**src/rtl/inst_rom_if.sv**
```systemverilog
// Fetch-side bundle for inst_rom: read address, combinational/registered word, range flag.
// The write port only exists when INSTROM_WRITE_EN is defined.
interface inst_rom_if #(
    parameter int IW = 9,
    parameter int AW = 10
);
    logic [AW-1:0] InstAddress;
    logic [IW-1:0] InstOut;
    logic [IW-1:0] InstOutQ;
    logic          AddrErr;
`ifdef INSTROM_WRITE_EN
    logic          WrEn;
    logic [AW-1:0] WrAddr;
    logic [IW-1:0] WrData;

    modport master (
        output InstAddress, WrEn, WrAddr, WrData,
        input  InstOut, InstOutQ, AddrErr
    );
    modport slave (
        input  InstAddress, WrEn, WrAddr, WrData,
        output InstOut, InstOutQ, AddrErr
    );
`else
    modport master (
        output InstAddress,
        input  InstOut, InstOutQ, AddrErr
    );
    modport slave (
        input  InstAddress,
        output InstOut, InstOutQ, AddrErr
    );
`endif
endinterface

```
**src/rtl/inst_rom.sv**
```systemverilog
// Instruction store with combinational read, a registered copy of the read word and a range flag.
// Define INSTROM_WRITE_EN to turn the fixed image into a writable array that reset restores.
module inst_rom #(
    parameter int DEPTH = 1024,
    parameter int IW    = 9,
    parameter int AW    = 10
) (
    input logic       Clk,
    input logic       Reset_n,
    inst_rom_if.slave bus
);

    // Boot image; every address not listed holds zero.
    function automatic logic [IW-1:0] imageWord(input int unsigned addr);
        logic [8:0] word;
        case (addr)
            4:       word = 9'b010001000;
            50:      word = 9'b000001100;
            60:      word = 9'b000011101;
            100:     word = 9'b001011010;
            default: word = 9'b000000000;
        endcase
        return IW'(word);
    endfunction

    logic          readInRange;
    logic [IW-1:0] readWord;

    assign readInRange = 32'(bus.InstAddress) < 32'(DEPTH);

`ifdef INSTROM_WRITE_EN
    localparam int IDXW = (DEPTH > 1) ? $clog2(DEPTH) : 1;

    logic [IW-1:0] mem [DEPTH];
    logic          writeInRange;

    assign writeInRange = 32'(bus.WrAddr) < 32'(DEPTH);

    // Reset reloads the whole image and wins over a write on the same edge.
    always_ff @(posedge Clk or negedge Reset_n) begin
        if (!Reset_n) begin
            for (int i = 0; i < DEPTH; i++) begin
                mem[i] <= imageWord(i);
            end
        end else if (bus.WrEn && writeInRange) begin
            mem[bus.WrAddr[IDXW-1:0]] <= bus.WrData;
        end
    end

    assign readWord = mem[bus.InstAddress[IDXW-1:0]];
`else
    assign readWord = imageWord(32'(bus.InstAddress));
`endif

    // Out-of-range reads are forced to zero so the array index never matters there.
    assign bus.InstOut = readInRange ? readWord : '0;
    assign bus.AddrErr = !readInRange;

    always_ff @(posedge Clk or negedge Reset_n) begin
        if (!Reset_n) begin
            bus.InstOutQ <= '0;
        end else begin
            bus.InstOutQ <= bus.InstOut;
        end
    end

endmodule

```
**src/flat_wrapper.sv**
```systemverilog
// flat-port wrapper written by rule: the top's interface ports become plain ports
module inst_rom_flat 
#(
    parameter int DEPTH = 1024,
    parameter int IW    = 9,
    parameter int AW    = 10
)
  (Clk, Reset_n, bus_InstAddress, bus_InstOut, bus_InstOutQ, bus_AddrErr);
  inst_rom_if #(.IW(IW), .AW(AW)) bus_i ();
  input logic Clk;
  input logic Reset_n;
  input wire logic [$bits(bus_i.InstAddress)-1:0] bus_InstAddress;
  output wire logic [$bits(bus_i.InstOut)-1:0] bus_InstOut;
  output wire logic [$bits(bus_i.InstOutQ)-1:0] bus_InstOutQ;
  output wire logic [$bits(bus_i.AddrErr)-1:0] bus_AddrErr;
  assign bus_i.InstAddress = bus_InstAddress;
  assign bus_InstOut = bus_i.InstOut;
  assign bus_InstOutQ = bus_i.InstOutQ;
  assign bus_AddrErr = bus_i.AddrErr;
  inst_rom #(.DEPTH(DEPTH), .IW(IW), .AW(AW)) u_core (.Clk(Clk), .Reset_n(Reset_n), .bus(bus_i));
endmodule
```
**config.mk**
```make
export PLATFORM = sky130hd
export DESIGN_NAME = inst_rom_flat
export DESIGN_NICKNAME = d
export VERILOG_FILES = /design/src/rtl/inst_rom_if.sv /design/src/rtl/inst_rom.sv /design/src/flat_wrapper.sv
export SDC_FILE = /design/constraint.sdc
export NUM_CORES = 1
export LEC_CHECK = 0
export ABC_CLOCK_PERIOD_IN_PS = 3900
export CORE_AREA = 3 3 40 42
export CTS_CLUSTER_DIAMETER = 150
export CTS_CLUSTER_SIZE = 24
export DETAILED_ROUTE_END_ITERATION = 16
export DIE_AREA = 0 0 43 45
export GPL_TIMING_DRIVEN = 0
export PLACE_DENSITY = 0.71
export SYNTH_ARGS = -nofsm -noshare
export SYNTH_HDL_FRONTEND = slang
export SYNTH_SLANG_ARGS = --single-unit
```
**constraint.sdc**
```tcl
create_clock -name Clk -period 3.9 [get_ports Clk]
set_clock_uncertainty 0.2 [all_clocks]
set_input_delay 0.975 -clock Clk [delete_from_list [all_inputs] [get_ports Clk]]
set_output_delay 0.975 -clock Clk [all_outputs]
set_load 0.02 [all_outputs]
```
==> metrics.md <==
| Metric | Value |
|---|---|
| Period utilization | `97.63%` |
| Number of iterations in the first detailed-routing pass | `1` |
| Clk root buf | `clkbuf_4` |
| Critical path fanouts, max | `3` |
| CP max-delay cell | `clkdlybuf4s50_1` |
| Critical path required time | `2.72 ns` |
| Cell repeated most along the worst path | `clkdlybuf4s50_1` |
| Max stage delay on crit path | `0.62 ns` |
| Seq cells post-synth | `6` |
| Post-synth top area share | `40.96%` |
| Power Density | `218.7 nW/µm²` |
| Gate Count Post-Synth | `38` |
| Critical Path End Type | `output port` |
| RSZ-0062 raised after global routing | `false` |
| CP Launch Point | `bus_InstAddress[2]` |
| Worst Hold Class | `primary input to async pin` |
| Max-cap viol count | `0` |
| Syn Area/Cell | `9.647 µm²` |
| Vias post-DR | `379` |
| Diode count | `0` |
| P_leak | `0.3349 nW` |
| Cell area after synthesis | `366.6 µm²` |
| DP HPWL | `754.3 µm` |
| Post-Route WL | `850 µm` |
| Number of port buffers | `25` |
| CP Buf/Inv Count | `2` |
| Max Buffers Root-to-Sink | `2` |
| Die area | `1935 µm²` |
| # clock sinks | `6` |
| Core Util, Final | `53.07%` |
| Pre-CTS setup slack | `-0.2264 ns` |
| Die Span Y | `45 µm` |
| Resize count post-CTS | `6` |
| Ys flop type | `dfrtp_1` |
| Critical path arrival | `2.63 ns` |
| First DRT Iteration DRCs | `0` |
| Min Tclk post-route | `3.808 ns` |
| Outcome | `finished clean` |
| Max-slew violations | `0` |
| Placed insts | `82` |
| Critical path's top delay family | `buffers and inverters` |
| Yosys warnings | `0` |
| Total power | `0.1491 mW` |
| H-tree Lvls | `1` |
| Design area | `681.9 µm²` |
| Fin cells | `85` |
| Share of cells above drive strength 1 | `22.86%` |
| Area contributors post-synth | `dfrtp_1 (41%), buf_4 (14%), nor3b_1 (6.1%)` |
| VDD IR max | `0.08632 mV` |
| Gr usage total | `8.893%` |
| CTS clk-pin slew, worst paths | `0.04 ns` |
| Pin count of the biggest net entering global routing | `8` |
| First-pass GRT wire length | `1276 µm` |
| Crit path kind | `primary input to output port` |
| Final #Nets | `84` |
| Post-route setup slack | `0.09232 ns` |
| Synth-to-Final Area Change | `86.01%` |
| Total CTS buffers | `3` |
| Gpl congestion | `0.7335` |
| Row count | `13` |
| Congestion Overflow GR | `0` |
| Hold Slack | `0.7711 ns` |
| Worst-path cell chain | `clkdlybuf4s50_1 > nor2b_1 > nand4_1 > nor2_1 > clkdlybuf4s50_1` |
| Max reg flops | `6` |
| Reg with most FFs | `u_core.bus.InstOutQ` |
| Startpoint type of the worst setup path | `primary input` |
| Post-synth top area cell | `dfrtp_1` |
| # setup viols final | `0` |
| Vias in the first global route | `326` |
| Core Area | `1285 µm²` |
| Post-synth ARST share | `100.0%` |
| Register area share after synthesis | `40.96%` |
| Routed Antenna Nets | `0` |
| CTS hold repair buffers | `0` |
| Final Hold Fails | `0` |
| Routed wire length per instance | `10.00 µm` |
| DR DRC count | `0` |
| Vias/cell | `4.459` |
| DIE WIDTH | `43 µm` |
| # Post-CTS Setup Buffers | `0` |
| Number of flops mapped to enable cells by yosys | `0` |
| Post-DP Area | `650.6 µm²` |
| Initial antenna violation count | `0` |
| Commonest cells in the netlist | `buf_4 (7), dfrtp_1 (6), nor2_1 (3), nor3b_1 (3)` |
| Max Fclk | `262.6 MHz` |
| Final TNS setup | `0 ns` |
| Largest regs | `u_core.bus.InstOutQ: 6 flops` |
| CTS tree | `built` |
| Top-count cell post-synth | `buf_4` |
| Starting Density | `28.53%` |
| WP depth | `5` |
| # IOs | `31` |
| Unique masters post-synth | `19` |
[cell type report]
cell class                      instances  area (µm²)
Sequential cell                         6       150.1
Buffer                                  7       52.55
Fill cell                             135       603.1
Clock buffer                            3       22.52
Multi-Input combinational cell         28       185.2
Timing Repair Buffer                   25       249.0
Inverter                                1       3.754
Tap cell                               15       18.77
[worst paths after layout]
| check | end | slack, ns |
|---|---|---|
| max | bus_InstOut[0] | 0.09 |
| min | u_core.bus.InstOutQ[0] | 0.77 |
| max in group asynchronous | u_core.bus.InstOutQ[6] | 2.53 |
| min in group Clk | u_core.bus.InstOutQ[6] | 1.24 |
[cell usage in the layout (no fill, tap or decap), drive strengths merged]
cell           count
a21oi              2
and2               1
and3b              1
buf                8
clkbuf             3
clkdlybuf4s50     19
conb               5
dfrtp              6
dlygate4sd2        3
dlymetal6s2s       2
inv                1
nand2              2
nand3b             1
nand4              1
nor2               3
nor2b              1
nor3               2
nor3b              4
nor4               1
o2111ai            1
o211ai             2
or3                1
[cell families after synthesis]
group                  share of synthesized area, %
and+or+nand+nor                               33.45
buffers and inverters                         15.36
DFF                                           40.95
AOI/OAI and AO/OA                             9.214
other                                         1.023
[report_power, final]
part | switching, mW | internal (mW)
combinational | 0.0148 | 0.0170
sequential | 0.0000258 | 0.0626
clock | 0.0200 | 0.0346
[layer usage]
| metal | GRT usage [%] | vias to the layer above | routed length [µm] |
|---|---|---|---|
| met2 | 14.07 | 24 | 392 |
| met1 | 10.10 | 169 | 323 |
| met5 | 0 | - | 0 |
| met3 | 3.586 | 0 | 134 |
| met4 | 5.422 | 0 | 0 |
| li1 | - | 186 | - |
No activity file was read; power rests on OpenSTA's default activity.
